**src/rtl/accumulator_ctrl_if.sv**
```systemverilog
// Command handshake bundle for accumulator_ctrl: valid/ready plus the
// command fields that are sampled on accept.
interface accumulator_ctrl_if #(
    parameter int WIDTH   = 8,
    parameter int SHAMT_W = 3
);
    logic               req_valid;
    logic               req_ready;
    logic [1:0]         cmd;
    logic [2:0]         alu_ctrl;
    logic [WIDTH-1:0]   operand;
    logic [SHAMT_W-1:0] shamt;

    modport master (
        output req_valid, cmd, alu_ctrl, operand, shamt,
        input  req_ready
    );

    modport slave (
        input  req_valid, cmd, alu_ctrl, operand, shamt,
        output req_ready
    );
endinterface

```
**src/rtl/accumulator_ctrl.sv**
```systemverilog
// Accumulator and C/V/Z flag stage around an external ALU: runs ALU writeback,
// LOAD, and serial one-bit-per-cycle logical shifts, one command per handshake.
module accumulator_ctrl #(
    parameter int WIDTH   = 8,
    parameter int SHAMT_W = 3
) (
    input  logic               clk_in,
    input  logic               reset_n_in,
    accumulator_ctrl_if.slave  req,
    output logic [WIDTH-1:0]   alu_a_out,
    output logic [WIDTH-1:0]   alu_b_out,
    output logic [2:0]         alu_control_out,
    input  logic [WIDTH-1:0]   alu_sum_in,
    input  logic               alu_carry_in,
    input  logic               alu_overflow_in,
    input  logic               alu_zero_in,
    output logic [WIDTH-1:0]   acc_out,
    output logic               c_flag_out,
    output logic               v_flag_out,
    output logic               z_flag_out,
    output logic               busy_out,
    output logic               done_out
);
    localparam logic [1:0] CMD_ALU  = 2'b00;
    localparam logic [1:0] CMD_LOAD = 2'b01;
    localparam logic [1:0] CMD_SHR  = 2'b11;

    typedef enum logic [1:0] {
        ST_IDLE  = 2'b00,
        ST_EXEC  = 2'b01,
        ST_SHIFT = 2'b10
    } state_t;

    state_t             state_r;
    state_t             state_nxt_s;
    logic               accept_s;
    logic [1:0]         cmd_r;
    logic [WIDTH-1:0]   b_r;
    logic [2:0]         ctrl_r;
    logic [SHAMT_W-1:0] cnt_r;
    logic [WIDTH-1:0]   acc_r;
    logic               c_r;
    logic               v_r;
    logic               z_r;
    logic               done_r;
    logic [WIDTH-1:0]   shift_acc_s;
    logic               shift_c_s;

    function automatic logic is_zero(input logic [WIDTH-1:0] val);
        return (val == {WIDTH{1'b0}});
    endfunction

    // Next-state decode and accept qualification
    always_comb begin
        state_nxt_s = state_r;
        accept_s    = 1'b0;
        case (state_r)
            ST_IDLE: begin
                if (req.req_valid) begin
                    accept_s = 1'b1;
                    if (req.cmd[1] && (req.shamt != {SHAMT_W{1'b0}})) begin
                        state_nxt_s = ST_SHIFT;
                    end else begin
                        state_nxt_s = ST_EXEC;
                    end
                end else begin
                    state_nxt_s = ST_IDLE;
                end
            end
            ST_EXEC: state_nxt_s = ST_IDLE;
            ST_SHIFT: begin
                if (cnt_r == SHAMT_W'(1)) begin
                    state_nxt_s = ST_IDLE;
                end else begin
                    state_nxt_s = ST_SHIFT;
                end
            end
            default: state_nxt_s = ST_IDLE;
        endcase
    end

    // One-bit shift step; the bit shifted out becomes the carry
    always_comb begin
        shift_acc_s = {acc_r[WIDTH-2:0], 1'b0};
        shift_c_s   = acc_r[WIDTH-1];
        if (cmd_r == CMD_SHR) begin
            shift_acc_s = {1'b0, acc_r[WIDTH-1:1]};
            shift_c_s   = acc_r[0];
        end else begin
            shift_acc_s = {acc_r[WIDTH-2:0], 1'b0};
            shift_c_s   = acc_r[WIDTH-1];
        end
    end

    // State, command latches, accumulator and flag writeback
    always_ff @(posedge clk_in) begin
        if (!reset_n_in) begin
            state_r <= ST_IDLE;
            cmd_r   <= 2'b00;
            b_r     <= {WIDTH{1'b0}};
            ctrl_r  <= 3'b000;
            cnt_r   <= {SHAMT_W{1'b0}};
            acc_r   <= {WIDTH{1'b0}};
            c_r     <= 1'b0;
            v_r     <= 1'b0;
            z_r     <= 1'b0;
            done_r  <= 1'b0;
        end else begin
            state_r <= state_nxt_s;
            done_r  <= 1'b0;
            case (state_r)
                ST_IDLE: begin
                    if (accept_s) begin
                        cmd_r  <= req.cmd;
                        b_r    <= req.operand;
                        ctrl_r <= req.alu_ctrl;
                        cnt_r  <= req.shamt;
                    end else begin
                        cmd_r  <= cmd_r;
                    end
                end
                ST_EXEC: begin
                    done_r <= 1'b1;
                    case (cmd_r)
                        CMD_ALU: begin
                            acc_r <= alu_sum_in;
                            c_r   <= alu_carry_in;
                            v_r   <= alu_overflow_in;
                            z_r   <= alu_zero_in;
                        end
                        CMD_LOAD: begin
                            acc_r <= b_r;
                            z_r   <= is_zero(b_r);
                        end
                        // zero-count shifts retire with no writeback
                        default: acc_r <= acc_r;
                    endcase
                end
                ST_SHIFT: begin
                    cnt_r  <= cnt_r - SHAMT_W'(1);
                    acc_r  <= shift_acc_s;
                    c_r    <= shift_c_s;
                    v_r    <= 1'b0;
                    z_r    <= is_zero(shift_acc_s);
                    done_r <= (cnt_r == SHAMT_W'(1));
                end
                default: done_r <= 1'b0;
            endcase
        end
    end

    assign req.req_ready     = (state_r == ST_IDLE);
    assign busy_out          = (state_r != ST_IDLE);
    assign done_out          = done_r;
    assign acc_out           = acc_r;
    assign c_flag_out        = c_r;
    assign v_flag_out        = v_r;
    assign z_flag_out        = z_r;
    assign alu_a_out         = acc_r;
    assign alu_b_out         = b_r;
    assign alu_control_out   = ctrl_r;
endmodule

```
**src/flat_wrapper.sv**
```systemverilog
// flat-port wrapper written by rule: the top's interface ports become plain ports
module accumulator_ctrl_flat 
#(
    parameter int WIDTH   = 8,
    parameter int SHAMT_W = 3
)
  (clk_in, reset_n_in, alu_a_out, alu_b_out, alu_control_out, alu_sum_in, alu_carry_in, alu_overflow_in, alu_zero_in, acc_out, c_flag_out, v_flag_out, z_flag_out, busy_out, done_out, req_req_valid, req_cmd, req_alu_ctrl, req_operand, req_shamt, req_req_ready);
  accumulator_ctrl_if #(.WIDTH(WIDTH), .SHAMT_W(SHAMT_W)) req_i ();
  input  logic clk_in;
  input  logic reset_n_in;
  output logic [WIDTH-1:0] alu_a_out;
  output logic [WIDTH-1:0] alu_b_out;
  output logic [2:0] alu_control_out;
  input  logic [WIDTH-1:0] alu_sum_in;
  input  logic alu_carry_in;
  input  logic alu_overflow_in;
  input  logic alu_zero_in;
  output logic [WIDTH-1:0] acc_out;
  output logic c_flag_out;
  output logic v_flag_out;
  output logic z_flag_out;
  output logic busy_out;
  output logic done_out;
  input wire logic [$bits(req_i.req_valid)-1:0] req_req_valid;
  input wire logic [$bits(req_i.cmd)-1:0] req_cmd;
  input wire logic [$bits(req_i.alu_ctrl)-1:0] req_alu_ctrl;
  input wire logic [$bits(req_i.operand)-1:0] req_operand;
  input wire logic [$bits(req_i.shamt)-1:0] req_shamt;
  output wire logic [$bits(req_i.req_ready)-1:0] req_req_ready;
  assign req_i.req_valid = req_req_valid;
  assign req_i.cmd = req_cmd;
  assign req_i.alu_ctrl = req_alu_ctrl;
  assign req_i.operand = req_operand;
  assign req_i.shamt = req_shamt;
  assign req_req_ready = req_i.req_ready;
  accumulator_ctrl #(.WIDTH(WIDTH), .SHAMT_W(SHAMT_W)) u_core (.clk_in(clk_in), .reset_n_in(reset_n_in), .req(req_i), .alu_a_out(alu_a_out), .alu_b_out(alu_b_out), .alu_control_out(alu_control_out), .alu_sum_in(alu_sum_in), .alu_carry_in(alu_carry_in), .alu_overflow_in(alu_overflow_in), .alu_zero_in(alu_zero_in), .acc_out(acc_out), .c_flag_out(c_flag_out), .v_flag_out(v_flag_out), .z_flag_out(z_flag_out), .busy_out(busy_out), .done_out(done_out));
endmodule
```
**config.mk**
```make
export PLATFORM = sky130hd
export DESIGN_NAME = accumulator_ctrl_flat
export DESIGN_NICKNAME = d
export VERILOG_FILES = /design/src/rtl/accumulator_ctrl_if.sv /design/src/rtl/accumulator_ctrl.sv /design/src/flat_wrapper.sv
export SDC_FILE = /design/constraint.sdc
export NUM_CORES = 1
export LEC_CHECK = 0
export BUFFER_PORTS_ARGS = -buffer_cell sky130_fd_sc_hd__buf_2
export CAP_MARGIN = 10
export CORE_ASPECT_RATIO = 0.9
export CORE_MARGIN = 2
export CORE_UTILIZATION = 31
export CTS_BUF_LIST = sky130_fd_sc_hd__clkbuf_16
export DETAILED_ROUTE_END_ITERATION = 6
export GPL_ROUTABILITY_DRIVEN = 0
export SLEW_MARGIN = 25
export SYNTH_ARGS = -nofsm -noshare
export SYNTH_HDL_FRONTEND = slang
export SYNTH_SLANG_ARGS = --single-unit
export TNS_END_PERCENT = 5
```
**constraint.sdc**
```tcl
create_clock -name clk_in -period 2 [get_ports clk_in]
set_clock_uncertainty 0.05 [all_clocks]
set_input_delay 0.2 -clock clk_in [delete_from_list [all_inputs] [get_ports clk_in]]
set_output_delay 0.2 -clock clk_in [all_outputs]
set_load 0.05 [all_outputs]
```
### Yosys cells after proc, flatten, opt, wreduce, memory -nomap -nowiden

Cells that the tools add are included.

* $add $sub $neg: 1
* equal/unequal tests: 8
* multiplexer cells: 19
* reductions and logical operators: 13

Operator list (count)
* $pmux W8 S2: 2
* $logic_not A8 Y1: 2
* $pmux W1 S2: 5
* $mux W8: 1
* $reduce_and A2 Y1: 4
* $mux W2: 3
* $pmux W3 S2: 1
* $reduce_bool A2 Y1: 3
* $mux W1: 5
* $eq A2 B1 Y1 const B: 2
* $eq A2 B2 Y1 const B: 2
* $logic_not A2 Y1: 2
* $ne A2 B1 Y1 const B: 2
* $pmux W2 S2: 1
* $eq A3 B1 Y1 const B: 1
* $mux W3: 1
* $ne A3 B1 Y1 const B: 1
* $reduce_bool A3 Y1: 1
* $sub A3 B1 Y3 const B: 1
* $logic_and A1 B1 Y1: 1

* register bits: 30
* output and inout bits: 33

### Longest topological paths before layout

* depth after elaboration: 5
* depth in mapped cells: 7

### Worst setup path after synthesis

Ideal clock, no wire load.

* path kind: reg2reg
* start point: register u_core.state_r[0]
* end point: register u_core.cnt_r[2]
* arrival time: 1.780 ns
* data required time: 1.874 ns
* path slack: 0.094 ns
* cell stages (with the launch flop): 7
* buffers on the path: 0
* clock period less this slack: 1.906 ns
* cell sequence: dfxtp_1 inv_1 ha_1 inv_1 a21oi_2 o21ai_0 a21boi_0

* cells in the longest elaborated chain, start to end: 4

Ends and longest elaborated chain
* from (decl): line accumulator_ctrl.sv:34 `state_t state_r;`
* from (signal assigned): line accumulator_ctrl.sv:109 `state_r <= state_nxt_s;`
* $logic_not A2 Y1 *
* via req_req_ready: line flat_wrapper.sv:29 `output wire logic [$bits(req_i.req_ready)-1:0] req_req_ready;`
* $mux W1: line accumulator_ctrl.sv:57 `case (state_r)`
* $ne A2 B1 Y1 (no line)
* $reduce_and A2 Y1 (no line)
* to (signal assigned): line accumulator_ctrl.sv:102 `cnt_r <= {SHAMT_W{1'b0}};`
* to (signal assigned): line accumulator_ctrl.sv:117 `cnt_r <= req.shamt;`
* to (signal assigned): line accumulator_ctrl.sv:140 `cnt_r <= cnt_r - SHAMT_W'(1);`
* to (decl): line accumulator_ctrl.sv:40 `logic [SHAMT_W-1:0] cnt_r;`

Mark *: on every way through the listed nets, which the timed path passes. The rest lies on a longest branch.
A chain may end at the register's enable or synchronous reset.

### Final worst setup path

* start point: register u_core.state_r[0]
* end point: register u_core.acc_r[4], in the netlist u_core.acc_out[4]

* cells in the longest elaborated chain, start to end: 3

Ends and longest elaborated chain
* $eq A2 B1 Y1 / $eq A2 B2 Y1 (equally long branches): line accumulator_ctrl.sv:111 `case (state_r)`
* $ne A3 B1 Y1 (no line) / $reduce_bool A2 Y1 (equally long branches)
* $reduce_and A2 Y1 (no line)
* to (signal assigned): line accumulator_ctrl.sv:103 `acc_r <= {WIDTH{1'b0}};`
* to (signal assigned): line accumulator_ctrl.sv:126 `acc_r <= alu_sum_in;`
* to (signal assigned): line accumulator_ctrl.sv:132 `acc_r <= b_r;`
* to (decl): line accumulator_ctrl.sv:41 `logic [WIDTH-1:0] acc_r;`

Parallel ways exist; a longest one is shown, timed or not.

==> flow_summary.yaml <==
outcome:
  status: "completed"
routing:
  drt_iter0_markers: 77
  drt_pass1_iterations: 6
  routed_wl_mm: 4.343
  vias_per_cell: 4.833
  drc: 0
  post_drt_wl_per_cell_um: 13.45
  vias: 1561
  drtAntennaViolNets: 0
logic_synthesis:
  synth.distinct_cells: 39
  synth_fp_nets: 237
  synth_edf_count: 0
  avgSynthCellArea_um2: 8.300
  synthMostInstantiatedCell: "nand2_1"
  seq_area_frac_synth_pct: 35.82
  ys_ff_latch: 30
  yosys.area.top_type_share_pct: 35.82
  synth-main-ff-cell: "dfxtp_1"
  netlist_instances: 202
  synth_commonest_cells: "nand2_1, dfxtp_1, a21boi_0"
  yosysWarnings: 0
  synth_area_leaders: "dfxtp_1, nand2_1, mux2i_1"
  syn_area_mm2: 0.001677
  synth-async-reset-ratio_pct: 0
  yosysTopAreaCell: "dfxtp_1"
power_and_ir_drop:
  p_clk_share_pct: 42.1
  sequentialPowerShare_pct: 33.5
  p_sw_share_pct: 32.56
  p_switching_uw: 670.9
  p_leak_nw: 1.032
  p_comb_share_pct: 24.4
  power_mw: 2.061
  internal-power_mw: 1.390
  power_density_mw_per_mm2: 964.9
  ir_drop_v: 0.0004682
timing:
  hold_viol: 0
  min_period_over_period_pct: 87.26
  slew_headroom_pct: 63.99
  fmax_mhz: 573.0
  fin_crit_ns: 1.745
  setup_violations: 0
  tns_ns: 0
  report.final.slew_viol_count: 0
  tightestPinTransition_ns: 0.5401
  rsz0062_at_grt: "false"
worst_setup_path:
  critPathLaunchType: "flip-flop"
  r2r_start: "u_core.state_r[0]"
  critPathLaunch: "u_core.state_r[0]"
  r2r_setup_slack_ns: 0.25
  criticalPathCategory: "flip-flop to flip-flop"
  rr_worst_depth: 5
  arrival_ns: 1.90
  critPathCaptureType: "flip-flop"
  cp_max_fo: 16
  r2r-end: "u_core.acc_out[4]"
  crit_required_ns: 2.16
global_route:
  grt_overflow_total: 0
  grt_pass1_vias: 1437
  grt_pass1_wl_mm: 6.948
  grt_start_max_net_pins: 22
  antenna_found_initial: 0
  track_usage_pct: 15.38
layout:
  syn2layout_area_growth_pct: 27.39
  num_antenna_cells: 0
  nFillCells: 545
  drive_gt1_share_pct: 32.42
  fin_nets: 290
clock_tree:
  path_clk_slew_ns: 0.05
  cts-root-buf: "clkbuf_16"
  htreeDepth: 2
  clk_latency_ns: 0.28
  cts.sinks: 30
  cts_buffers: 5
  clk_path_buf_depth: 2
  cts_tree: "done"
  postCtsSetupBuffers: 0
  cts-resized-gates: 0
  postCtsHoldBufs: 0
die:
  fp.coreArea_mm2: 0.005224
  dieArea_mm2: 0.006013
  start_util_pct: 32.10
  io_pins: 63
  num_rows: 25
  die_w_um: 81.52
  dieHeight_um: 73.77
min_path:
  min_path_cells: 3
  min_to: "u_core.alu_control_out[1]"
  worstHoldStart: "req_alu_ctrl[1]"
  hold_path_class: "input port to flip-flop"
placed_design:
  hpwl_mm: 3.237
  port_buffers: 62
flow_run:
  maxCapViolCount: 0
-- routing by layer --
metal  vias up  GRT usage, %  routed length (um)
met5         -             0                   0
met4         0         4.708                  48
met3         6         5.160                 288
met2        51         23.04                1906
met1       709         20.84                2098
li1        795             -                   -
-- cell usage in the layout, fill, tap and decap left out, types with 2 or more instances in the layout --
cell type   count
o22ai_1         8
buf_4           4
clkinvlp_4      2
nand2_1        41
a31oi_1         3
nor3_1          3
ha_1            5
o21a_1          2
dfxtp_1        30
clkbuf_16       5
nand3_1         3
and3_1          2
a21oi_1         7
mux2_4          2
nor4_1          2
a21boi_1        3
mux2i_1        12
inv_1           9
a21boi_0       14
buf_2          62
mux2_2          4
nor2_1          8
a21o_1          2
nand2b_1        2
o21ai_0         5
a211o_1         2
-- power by group through the flow --
stage | sequential [mW] | clock (mW) | combinational (mW)
global placement | 0.702 | 0 | 0.501
global route | 0.698 | 0.906 | 0.541
floorplan | 0.806 | 0 | 0.291
finish | 0.690 | 0.868 | 0.502
CTS | 0.691 | 0.878 | 0.504
detailed placement | 0.703 | 0 | 0.502
-- sequential cells by signal (all words and copies together) (netlist names) --
register / cells
u_core.v_flag_out: 1
u_core.alu_b_out: 8
u_core.z_flag_out: 1
u_core.c_flag_out: 1
u_core.cmd_r: 2
u_core.alu_control_out: 3
u_core.acc_out: 8
u_core.state_r: 2
u_core.cnt_r: 3
u_core.done_out: 1
-- kinds of logic after synthesis --
kind of cell | Yosys count | share of synthesized area [%]
buffers and inverters | 30 | 10.30
muxes | 18 | 11.64
DFF | 30 | 35.82
and+or+nand+nor | 67 | 17.39
adders and majority gates | 5 | 3.731
AOI/OAI and AO/OA | 52 | 21.12
-- worst max-delay path by stage --
stage	cells after the start	endpoint	slack, ns
6_report	5	u_core.acc_out[4]	0.25
5_1_grt	6	u_core.z_flag_out	0.11
4_1_cts	5	u_core.acc_out[4]	0.25
3_5_place_dp	5	u_core.acc_out[4]	0.29
3_3_place_gp	5	u_core.acc_out[5]	0.32
2_1_floorplan	6	u_core.cnt_r[2]	0.09
-- through the flow --
stage	instance area (um2)	hold slack, ns	instances	utilization, %	worst slack (ns)
floorplan	1677	0.2949	202	-	0.09433
global placement	1966	0.3921	315	37.63	0.3200
detailed placement	1966	0.3969	315	37.63	0.2859
CTS	2136	0.1104	323	40.89	0.2547
global route	2136	0.1290	323	40.89	0.1082
finish	2136	0.1135	323	40.89	0.2548
-- cell type report --
cell class              instances  area (um2)  share of cell area (%)
clock buffers                   5       125.1                   5.858
inverters                      10       37.54                   1.757
repair buffers                 66       340.3                   15.93
well taps                      67       83.83                   3.925
multi-input cells             142       903.4                   42.30
flip-flops and latches         30       600.6                   28.12
clock inverters                 3       45.04                   2.109
-- worst max-delay path, cell delays in order (launching register included) --
cell	delay, ns
dfxtp_1	0.31
inv_1	0.08
ha_1	0.50
inv_2	0.26
mux2_4	0.34
o22ai_1	0.13
(Power assumes the default switching activity.)
